==> src/rtl/cpu7_pkg.sv <==
// cpu7_pkg: shared constants and types for the CPU7 code-fetch path.
//   - WT_* code-word type codes, WT_MASK / MASK14 field masks
//   - kind_e result kind reported on out_kind
//   - literal chunk width and default literal width
package cpu7_pkg;

    localparam int unsigned CHUNK_W         = 14;
    localparam int unsigned MAX_CHUNKS_DFLT = 4;
    localparam int unsigned LIT_W           = CHUNK_W * MAX_CHUNKS_DFLT;

    localparam logic [1:0]  WT_DNL = 2'b00;
    localparam logic [1:0]  WT_IGN = 2'b01;
    localparam logic [1:0]  WT_CPU = 2'b10;
    localparam logic [1:0]  WT_RSV = 2'b11;

    localparam logic [15:0] WT_MASK = 16'hC000;
    localparam logic [13:0] MASK14  = 14'h3FFF;

    typedef enum logic [1:0] {
        K_PUSH  = 2'd0,
        K_INSTR = 2'd1,
        K_SKIP  = 2'd2
    } kind_e;

    typedef enum logic [1:0] {
        S_IDLE   = 2'd0,
        S_WAIT   = 2'd1,
        S_DECODE = 2'd2,
        S_EMIT   = 2'd3
    } state_e;

    // Type field of a 16-bit code word.
    function automatic logic [1:0] word_type(input logic [15:0] w);
        logic [15:0] t;
        t = w & WT_MASK;
        return t[15:14];
    endfunction

    // Payload field of a 16-bit code word.
    function automatic logic [13:0] word_payload(input logic [15:0] w);
        return w[13:0] & MASK14;
    endfunction

endpackage

==> src/rtl/code_fetch_lit_accum.sv <==
// lit_accum: little-endian literal chunk accumulator.
//   clk, rst      : clock, synchronous active-high reset
//   clear         : empty the accumulator, count and overlong flag
//   load, payload : append one 14-bit chunk (dropped once MAX_CHUNKS are held)
//   set_ovl       : force the sticky overlong flag
//   value_c       : extended literal including this cycle's chunk (combinational)
//   count         : chunks stored, saturating at MAX_CHUNKS
//   overlong      : sticky overlong flag
// Build option: CODE_FETCH_SIGN_EXT_EN selects sign extension from bit 13 of
// the highest stored chunk; otherwise the literal is zero-extended.
module lit_accum
    import cpu7_pkg::*;
#(
    parameter int unsigned MAX_CHUNKS = MAX_CHUNKS_DFLT,
    localparam int unsigned VAL_W     = CHUNK_W * MAX_CHUNKS,
    localparam int unsigned CNT_W     = $clog2(MAX_CHUNKS + 1)
) (
    input  logic               clk,
    input  logic               rst,
    input  logic               clear,
    input  logic               load,
    input  logic               set_ovl,
    input  logic [13:0]        payload,
    output logic [VAL_W-1:0]   value_c,
    output logic [CNT_W-1:0]   count,
    output logic               overlong
);

    logic [VAL_W-1:0] acc_q, acc_d;
    logic [CNT_W-1:0] cnt_q, cnt_d;
    logic             ovl_q, ovl_d;

    // Chunk insert at offset 14*count; a chunk with no room only flags overlong.
    always_comb begin
        acc_d = acc_q;
        cnt_d = cnt_q;
        ovl_d = ovl_q;
        if (clear) begin
            acc_d = '0;
            cnt_d = '0;
            ovl_d = 1'b0;
        end else begin
            if (load) begin
                if (cnt_q < CNT_W'(MAX_CHUNKS)) begin
                    acc_d = acc_q | (VAL_W'(payload) << (CHUNK_W * 32'(cnt_q)));
                    cnt_d = cnt_q + CNT_W'(1);
                end else begin
                    ovl_d = 1'b1;
                end
            end
            if (set_ovl) begin
                ovl_d = 1'b1;
            end
        end
    end

`ifdef CODE_FETCH_SIGN_EXT_EN
    logic [VAL_W-1:0] mask;
    logic             sign;

    // Ascending loop: the last stored chunk's bit 13 is the sign.
    always_comb begin
        mask = '0;
        sign = 1'b0;
        for (int i = 0; i < int'(MAX_CHUNKS); i++) begin
            if (32'(i) < 32'(cnt_d)) begin
                mask[i*CHUNK_W +: CHUNK_W] = '1;
                sign = acc_d[i*CHUNK_W + CHUNK_W - 1];
            end
        end
        value_c = sign ? (acc_d | ~mask) : acc_d;
    end
`else
    always_comb begin
        value_c = acc_d;
    end
`endif

    always_ff @(posedge clk) begin
        if (rst) begin
            acc_q <= '0;
            cnt_q <= '0;
            ovl_q <= 1'b0;
        end else begin
            acc_q <= acc_d;
            cnt_q <= cnt_d;
            ovl_q <= ovl_d;
        end
    end

    assign count    = cnt_q;
    assign overlong = ovl_q;

endmodule

==> src/rtl/code_fetch.sv <==
// code_fetch: walks code words from the program BRAM, assembles literals or
// extracts a CPU instruction, and hands the result over valid/ready.
//   clk, rst                 : clock, synchronous active-high reset
//   start, start_pcp, exec   : fetch request (sampled only when idle)
//   mem_addr, mem_data       : BRAM read port (one-cycle registered read)
//   out_valid, out_ready     : result handshake
//   out_kind/instr/value/pcp : result payload, pcp is just past the last word
//   busy                     : fetch in progress
//   err_overlong, err_rsv    : sticky errors, cleared on an accepted start
// Build option: CODE_FETCH_SIGN_EXT_EN (see lit_accum).
module code_fetch
    import cpu7_pkg::*;
#(
    parameter int unsigned ADDR_W     = 28,
    parameter int unsigned MAX_CHUNKS = MAX_CHUNKS_DFLT,
    localparam int unsigned VAL_W     = CHUNK_W * MAX_CHUNKS,
    localparam int unsigned CNT_W     = $clog2(MAX_CHUNKS + 1)
) (
    input  logic               clk,
    input  logic               rst,
    input  logic               start,
    input  logic [ADDR_W-1:0]  start_pcp,
    input  logic               exec,
    output logic [ADDR_W-1:0]  mem_addr,
    input  logic [15:0]        mem_data,
    output logic               out_valid,
    input  logic               out_ready,
    output logic [1:0]         out_kind,
    output logic [13:0]        out_instr,
    output logic [VAL_W-1:0]   out_value,
    output logic [ADDR_W-1:0]  out_pcp,
    output logic               busy,
    output logic               err_overlong,
    output logic               err_rsv
);

    state_e              state_q, state_d;
    logic [ADDR_W-1:0]   mem_addr_q, mem_addr_d;
    logic                exec_q, exec_d;
    logic                out_valid_q, out_valid_d;
    kind_e               kind_q, kind_d;
    logic [13:0]         instr_q, instr_d;
    logic [VAL_W-1:0]    value_q, value_d;
    logic [ADDR_W-1:0]   pcp_q, pcp_d;
    logic                busy_q, busy_d;
    logic                err_rsv_q, err_rsv_d;

    logic                lit_clear, lit_load, lit_set_ovl;
    logic [VAL_W-1:0]    lit_value_c;
    logic [CNT_W-1:0]    lit_count;
    logic [1:0]          wt;
    logic [13:0]         payload;

    assign wt      = word_type(mem_data);
    assign payload = word_payload(mem_data);

    lit_accum #(.MAX_CHUNKS(MAX_CHUNKS)) u_lit (
        .clk      (clk),
        .rst      (rst),
        .clear    (lit_clear),
        .load     (lit_load),
        .set_ovl  (lit_set_ovl),
        .payload  (payload),
        .value_c  (lit_value_c),
        .count    (lit_count),
        .overlong (err_overlong)
    );

    // State register.
    always_ff @(posedge clk) begin
        if (rst) begin
            state_q <= S_IDLE;
        end else begin
            state_q <= state_d;
        end
    end

    // Next-state logic.
    always_comb begin
        state_d = state_q;
        case (state_q)
            S_IDLE:   if (start) state_d = S_WAIT;
            S_WAIT:   state_d = S_DECODE;
            S_DECODE: begin
                if (wt == WT_IGN || wt == WT_CPU) begin
                    state_d = S_EMIT;
                end else begin
                    state_d = S_WAIT;
                end
            end
            S_EMIT:   if (out_ready) state_d = S_IDLE;
            default:  state_d = S_IDLE;
        endcase
    end

    // Output / datapath next values.
    always_comb begin
        mem_addr_d  = mem_addr_q;
        exec_d      = exec_q;
        kind_d      = kind_q;
        instr_d     = instr_q;
        value_d     = value_q;
        pcp_d       = pcp_q;
        err_rsv_d   = err_rsv_q;
        lit_clear   = 1'b0;
        lit_load    = 1'b0;
        lit_set_ovl = 1'b0;
        case (state_q)
            S_IDLE: begin
                if (start) begin
                    mem_addr_d = start_pcp;
                    exec_d     = exec;
                    err_rsv_d  = 1'b0;
                    lit_clear  = 1'b1;
                end
            end
            S_DECODE: begin
                case (wt)
                    WT_DNL: begin
                        lit_load   = 1'b1;
                        mem_addr_d = mem_addr_q + ADDR_W'(1);
                    end
                    WT_IGN: begin
                        lit_load = 1'b1;
                        kind_d   = exec_q ? K_PUSH : K_SKIP;
                        value_d  = exec_q ? lit_value_c : '0;
                        pcp_d    = mem_addr_q + ADDR_W'(1);
                    end
                    WT_CPU: begin
                        kind_d      = K_INSTR;
                        instr_d     = payload;
                        value_d     = '0;
                        pcp_d       = mem_addr_q + ADDR_W'(1);
                        // A pending literal cut short by an instruction is lost.
                        lit_set_ovl = (lit_count != '0);
                    end
                    default: begin
                        err_rsv_d  = 1'b1;
                        mem_addr_d = mem_addr_q + ADDR_W'(1);
                    end
                endcase
            end
            default: ;
        endcase
        out_valid_d = (state_d == S_EMIT);
        busy_d      = (state_d != S_IDLE);
    end

    always_ff @(posedge clk) begin
        if (rst) begin
            mem_addr_q  <= '0;
            exec_q      <= 1'b0;
            out_valid_q <= 1'b0;
            kind_q      <= K_PUSH;
            instr_q     <= '0;
            value_q     <= '0;
            pcp_q       <= '0;
            busy_q      <= 1'b0;
            err_rsv_q   <= 1'b0;
        end else begin
            mem_addr_q  <= mem_addr_d;
            exec_q      <= exec_d;
            out_valid_q <= out_valid_d;
            kind_q      <= kind_d;
            instr_q     <= instr_d;
            value_q     <= value_d;
            pcp_q       <= pcp_d;
            busy_q      <= busy_d;
            err_rsv_q   <= err_rsv_d;
        end
    end

    assign mem_addr  = mem_addr_q;
    assign out_valid = out_valid_q;
    assign out_kind  = kind_q;
    assign out_instr = instr_q;
    assign out_value = value_q;
    assign out_pcp   = pcp_q;
    assign busy      = busy_q;
    assign err_rsv   = err_rsv_q;

endmodule

==> config.mk <==
export PLATFORM = sky130hd
export DESIGN_NAME = code_fetch
export DESIGN_NICKNAME = d
export VERILOG_FILES = /design/src/rtl/cpu7_pkg.sv /design/src/rtl/code_fetch_lit_accum.sv /design/src/rtl/code_fetch.sv
export SDC_FILE = /design/constraint.sdc
export NUM_CORES = 1
export LEC_CHECK = 0
export ABC_AREA = 1
export CAP_MARGIN = 20
export CORE_MARGIN = 2
export CORE_UTILIZATION = 56
export CTS_CLUSTER_DIAMETER = 100
export DETAILED_ROUTE_END_ITERATION = 16
export PLACE_DENSITY = 0.95
export SKIP_CTS_REPAIR_TIMING = 1
export SYNTH_ARGS = -nofsm -noshare
export SYNTH_HDL_FRONTEND = slang
export SYNTH_SLANG_ARGS = --single-unit
==> constraint.sdc <==
create_clock -name clk -period 8.55 [get_ports clk]
set_input_delay 0.855 -clock clk [delete_from_list [all_inputs] [get_ports clk]]
set_output_delay 0.855 -clock clk [all_outputs]
set_load 0.05 [all_outputs]
==> metrics.txt, run 1 <==
r2r endpoint out_value[1]$_SDFFE_PP0P_; die area 0.0173 mm2; skew final 0.0119 ns; r2r startpoint u_lit.count[0]$_SDFFE_PP0P_; placed cells 1,639; crit path kind reg -> reg; PD cells about 190 mW/mm2; maxcap violations 0; Post-Syn Area 0.00912 mm2; Mapped Nets 1,377; clock slew at reported path FFs roughly 0.070 ns; number of routed nets with antenna violations 0; CP arrival 4.84 ns; Synth area leaders dfxtp_1 (43%), nand2_1 (15%), nand3_1 (11%); number of synthesized flops with an enable pin 0; Slew HR between 30% and 40%; Num CTS Buffers 17; Synth Instances 1,314; status completed; clock sink count 194; worst setup margin 4.09 ns; CTS H-Tree Depth 4; Synth top cells by count nand2_1 (359), nand3_1 (203), dfxtp_1 (194), a21oi_1 (108), inv_1 (105); top_reg_cell synth dfxtp_1; Req. time, crit path approximately 8.9 ns; post-synth top area share 42.6%; hold_ws 0.459 ns; CP startpoint u_lit.count[0]$_SDFFE_PP0P_; synth warn 0; Layout area overhead 26.6%; antenna cells 0; sequential area share after synthesis a little over two fifths; synthesis-stage register bit count around 190; Skew-Pair Late Insertion Delay between 0.4 and 0.5 ns; Die Y approximately 130 um; Buffers on Ports 180; 1st-pass router iterations 6; routability cong. 0.970; Reg2Reg Depth 13; Worst setup EP type flip-flop; Final min period around 4.5 ns; hold crit path type reg -> reg; row count 46; DP HPWL 19.5 mm; first-pass GRT wire length roughly 46 mm; Final period util between 50% and 60%; I/O pin cnt 181; GR Util All Layers 32.8%; max frequency 224 MHz; Hold Fails Final Rpt 0; most common cell in the netlist nand2_1; Hold Startpoint u_lit.acc_q[31]$_SDFF_PP0_; RSZ-0062 raised after global routing false; post-synth cell types 34; Clock Path Buffers 2; Final setup viols 0; Worst Tran Pin Value 0.981 ns; largest net degree at the start of global routing 90; Slew Viols, Final 0; Crit Path Max Fanout 29; Leak about 5.0 nW; vias per cell 5.71; final net count 1,505; gr ovfl total 0; Layout Utilization 72.7%; First DRT Iteration DRCs 1,019; Routed WL per cell about 17 um; Non-Filler Instances 1,670; async set-reset flop share out of synthesis 0%; Die X 132 um; Starting Density 57.4%; area of the core around 0.016 mm2; total wire length 28.6 mm; pre-CTS WS 4.23 ns; worst vdd ir 0.136 mV; crit start category flip-flop; Hold Crit Depth 2; final setup TNS 0 ns; average cell area after synthesis 6.94 um2; CTS tree done; Vias 9,531; Register-to-Register Setup Slack 4.09 ns; share of layout cells above drive strength 1 slightly below 4%; Synth area leader dfxtp_1; initial antenna violation count 0; number of global-route vias before repair 9,062; final routed DRC violation total 0; clk root buf clkbuf_16; crit path capture out_value[1]$_SDFFE_PP0P_
## worst min path at each step
stage / to / slack (ns)
after floorplan: u_lit.acc_q[4]$_SDFF_PP0_ / 0.43
after global placement: u_lit.acc_q[29]$_SDFF_PP0_ / 0.44
after detailed placement: u_lit.acc_q[5]$_SDFF_PP0_ / 0.45
after CTS: u_lit.acc_q[5]$_SDFF_PP0_ / 0.46
after global routing: u_lit.acc_q[6]$_SDFF_PP0_ / 0.47
final: u_lit.acc_q[31]$_SDFF_PP0_ / 0.46
## power by group
group / internal [mW] / switching, mW / leakage, nW
registers: 0.931 / 0.0336 / 1.57
logic: 0.109 / 0.249 / 3.08
clock network: 0.482 / 0.369 / 0.308
total: 1.52 / 0.651 / 4.96
## layout make-up
type                            count  area (um2)
Clock buffer                       19         453
Clock inverter                     12         170
Fill cell                        1215        4330
Inverter                          112         420
Multi-Input combinational cell    930        4500
Sequential cell                   194        3880
Tap cell                          216         270
Timing Repair Buffer              187        1850
## stage by stage
step           power [mW]  cell area, um2
4_1_cts              2.17           11600
5_1_grt              2.24           11600
2_1_floorplan        1.21            9120
3_3_place_gp         1.33           10900
6_report             2.17           11600
3_5_place_dp         1.33           10900
## worst max-delay path, stage by stage, from the launching register on
cell and delay (ns):
dfxtp_1 0.68, clkinv_1 0.64, fa_1 0.72, inv_1 0.04, ha_1 0.58, inv_1 0.71, nand4_1 0.26, nor2_1 0.19
inv_1 0.05, o21ai_0 0.17, inv_1 0.07, nor2_1 0.14, nand2_1 0.07, nand2_1 0.07
## per-layer routing
metal / vias up / track usage [%] / wire [um] / part of all wire [%]
li1: 4514 / - / - / -
met1: 4386 / 41.7 / 11600 / 41
met2: 547 / 52.3 / 13200 / 46
met3: 84 / 8.91 / 2800 / 9.8
met4: 0 / 14.1 / 951 / 3.3
met5: - / 0 / 0 / 0
## registers in the layout, summed over array words and instances (netlist names)
register and count:
out_kind 2, mem_addr 28, exec_q 1, u_lit.acc_q 56, state_q 2, out_instr 14, u_lit.count 3, busy 1
out_valid 1, u_lit.overlong 1, err_rsv 1, out_pcp 28, out_value 56
## cells by family (layout without fill, tap and decap cells)
family                   after synthesis  after routing  share of synthesized area [%]
AND/OR/NAND/NOR                      681            681                           32.1
AO/OA/AOI/OAI                        219            219                           13.4
buffers and inverters                190            330                           8.20
adder cells (fa/ha/maj)               14             14                           2.17
XOR/XNOR                              16             16                           1.54
flip-flops                           194            194                           42.6
## cells in the final DEF, fill, tap and decap left out
cell type | Yosys | routed
nand2_1 | 359 | 359
nand3_1 | 203 | 203
dfxtp_1 | 194 | 194
clkdlybuf4s50_1 | 0 | 180
a21oi_1 | 108 | 107
inv_1 | 105 | 104
nor2_1 | 87 | 87
o21ai_0 | 59 | 59
o21bai_1 | 35 | 35
clkbuf_16 | 0 | 17
nand3b_1 | 12 | 12
ha_1 | 11 | 11
xor2_1 | 10 | 10
nand4_1 | 9 | 9
inv_2 | 6 | 7
a31oi_1 | 7 | 7
buf_4 | 2 | 7
xnor2_1 | 6 | 6
nor2_4 | 5 | 5
o21a_1 | 3 | 3
o211ai_1 | 3 | 3
fa_1 | 3 | 3
inv_6 | 0 | 3
bufinv_16 | 0 | 3
clkinv_4 | 0 | 3
nand2_2 | 2 | 2
inv_8 | 0 | 2
clkbuf_8 | 0 | 2
clkinv_1 | 1 | 1
nor2b_1 | 1 | 1
nor3_2 | 0 | 1
nand3_2 | 1 | 1
o21bai_2 | 1 | 1
nor2_2 | 1 | 1
o21ai_1 | 1 | 1
a21oi_2 | 0 | 1
a32o_1 | 1 | 1
o31ai_1 | 1 | 1
clkinv_2 | 0 | 1
No activity file was read; power rests on OpenSTA's default activity.
==> run 2, diff against run 1 <==
--- a/config.mk
+++ b/config.mk
@@ -8,10 +8,10 @@
 export ABC_AREA = 1
 export CAP_MARGIN = 20
 export CORE_MARGIN = 2
-export CORE_UTILIZATION = 56
+export CORE_UTILIZATION = 47
 export CTS_CLUSTER_DIAMETER = 100
 export DETAILED_ROUTE_END_ITERATION = 16
-export PLACE_DENSITY = 0.95
+export PLACE_DENSITY = 0.88
 export SKIP_CTS_REPAIR_TIMING = 1
 export SYNTH_ARGS = -nofsm -noshare
 export SYNTH_HDL_FRONTEND = slang
==> constraint.sdc (replaced) <==
create_clock -name clk -period 4.1 [get_ports clk]
set_input_delay 0.41 -clock clk [delete_from_list [all_inputs] [get_ports clk]]
set_output_delay 0.41 -clock clk [all_outputs]
set_load 0.05 [all_outputs]
==> metrics.txt, run 2 (synthesis results as in run 1) <==
CP arrival 3.60 ns (was 4.84 ns); Layout area overhead 27.7% (was 26.6%); GR Util All Layers 28.1% (was 32.8%); max frequency 312 MHz (was 224 MHz); clock sink count 194 (unchanged); # fillers 1,746 (was 1,215); status completed (unchanged); Max Used Layer met4 (unchanged); met3 WL post-DR 2.44 mm (was 2.80 mm); I/O pin cnt 181 (unchanged); pre-CTS WS 1.00 ns (was 4.23 ns); skew final 0.0152 ns (was 0.0119 ns); routability cong. 0.953 (was 0.970); area of the core 0.0189 mm2 (was 0.0159 mm2); CTS tree done (unchanged); crit path kind reg -> reg (unchanged); Routed WL per cell 16.8 um (was 17.1 um); met2 WL 14.1 mm (was 13.2 mm); most common cell after layout, fill and taps aside nand2_1 (unchanged); antenna cells 0 (unchanged); share of layout cells above drive strength 1 4.44% (was 3.92%); Hold Fails Final Rpt 0 (unchanged); final net count 1,513 (was 1,505); worst setup margin 0.897 ns (was 4.09 ns); Crit Path Max Fanout 17 (was 29); Req. time, crit path 4.49 ns (was 8.93 ns); CP startpoint u_lit.count[2]$_SDFFE_PP0P_ (was u_lit.count[0]$_SDFFE_PP0P_); number of routed nets with antenna violations 0 (unchanged); vias per cell 5.46 (was 5.71); r2r startpoint u_lit.count[2]$_SDFFE_PP0P_ (was u_lit.count[0]$_SDFFE_PP0P_); Slew HR 45.1% (was 34.6%); gr ovfl total 0 (unchanged); initial antenna violation count 0 (unchanged); Buffers on Ports 180 (unchanged); Vias 9,416 (was 9,531); Worst Tran Pin Value 0.823 ns (was 0.981 ns); Starting Density 48.3% (was 57.4%); Num CTS Buffers 17 (unchanged); final routed DRC violation total 0 (unchanged); hold crit path type reg -> reg (unchanged); Final min period 3.20 ns (was 4.46 ns); Hold Startpoint u_lit.acc_q[16]$_SDFF_PP0_ (was u_lit.acc_q[31]$_SDFF_PP0_); first-pass GRT wire length 45.4 mm (was 46.1 mm); Die X 143 um (was 132 um); number of global-route vias before repair 8,861 (was 9,062); CTS H-Tree Depth 4 (unchanged); most frequent cells in the layout nand2_1 (359), nand3_1 (203), dfxtp_1 (194), clkdlybuf4s50_1 (180), a21oi_1 (108) (was nand2_1 (359), nand3_1 (203), dfxtp_1 (194), clkdlybuf4s50_1 (180), a21oi_1 (107)); die area 0.0205 mm2 (was 0.0173 mm2); Leak 4.98 nW (was 4.96 nW); worst vdd ir 0.310 mV (was 0.136 mV); clk root buf clkbuf_16 (unchanged); Clock Path Buffers 2 (unchanged); largest net degree at the start of global routing 91 (was 90); crit start category flip-flop (unchanged); Die Y 143 um (was 132 um); Slew Viols, Final 0 (unchanged); clock slew at reported path FFs 0.08 ns (was 0.07 ns); PD cells 383 mW/mm2 (was 188 mW/mm2); row count 50 (was 46); 1st-pass router iterations 6 (unchanged); DP HPWL 20.6 mm (was 19.5 mm); maxcap violations 0 (unchanged); RSZ-0062 raised after global routing false (unchanged); First DRT Iteration DRCs 797 (was 1,019); Final period util 78.1% (was 52.2%); Final setup viols 0 (unchanged); Metal-1 WL 11.7 mm (was 11.6 mm); Skew-Pair Late Insertion Delay 0.45 ns (was 0.44 ns); final setup TNS 0 ns (unchanged); total wire length 29.0 mm (was 28.6 mm); Worst setup EP type flip-flop (unchanged)
-- run 2: cell count changes in the layout (fill, tap and decap cells not counted), moves of 2 or more --
cell | previous run | this run
buf_4 | 7 | 14
bufinv_16 | 3 | 0
clkinv_4 | 3 | 1
clkinv_8 | 0 | 3
clkinvlp_4 | 0 | 2
inv_8 | 2 | 6
-- run 2: cell type report --
class	count	area [um2]	share of cell area, %
multi-input combinational	930	4500	38.6
sequential	194	3880	33.3
timing repair buffer	195	1930	16.5
clock buffer	18	439	3.77
inverter	112	420	3.61
tap	260	325	2.79
clock inverter	14	158	1.35
-- run 2: through the flow --
stage | total power, mW | cell area (um2) | hold slack [ns] | std cells | utilization, %
2_1_floorplan | 2.52 | 9120 | 0.430 | 1314 | -
3_3_place_gp | 2.79 | 11100 | 0.442 | 1691 | 58.5
3_5_place_dp | 2.80 | 11100 | 0.447 | 1691 | 58.5
4_1_cts | 4.47 | 11600 | 0.458 | 1723 | 61.7
5_1_grt | 4.60 | 11600 | 0.482 | 1723 | 61.7
6_report | 4.46 | 11600 | 0.456 | 1723 | 61.7
-- run 2: per-layer routing --
metal | vias to the layer above | track usage, %
met2 | 463 | 48.5
met4 | 0 | 9.24
met5 | - | 0
met1 | 4359 | 34.4
met3 | 57 | 6.90
li1 | 4537 | -
-- run 2: power by group --
part / internal, mW / switching [mW] / total (mW)
Sequential: 1.94 / 0.0699 / 2.01
Clock: 0.838 / 0.859 / 1.70
Combinational: 0.232 / 0.524 / 0.756
-- run 2: path summary, 6_finish.rpt --
path | end | slack [ns] | cells past startpoint
min reg2reg | u_lit.acc_q[16]$_SDFF_PP0_ | 0.46 | 2
min | u_lit.acc_q[16]$_SDFF_PP0_ | 0.46 | 2
max | out_value[33]$_SDFFE_PP0P_ | 0.90 | 13
max reg2reg | out_value[33]$_SDFFE_PP0P_ | 0.90 | 13
-- run 2: worst max-delay path, cell delays in order, from the launching register on --
cell and delay [ns]:
dfxtp_1 0.35, inv_1 0.20, fa_1 0.45, inv_1 0.07, ha_1 0.16, inv_1 0.05, fa_1 0.38, xnor2_1 0.39
inv_1 0.19, nor2_4 0.41, nand2_1 0.18, nand3_1 0.14, nand3_1 0.08, nand2_1 0.08
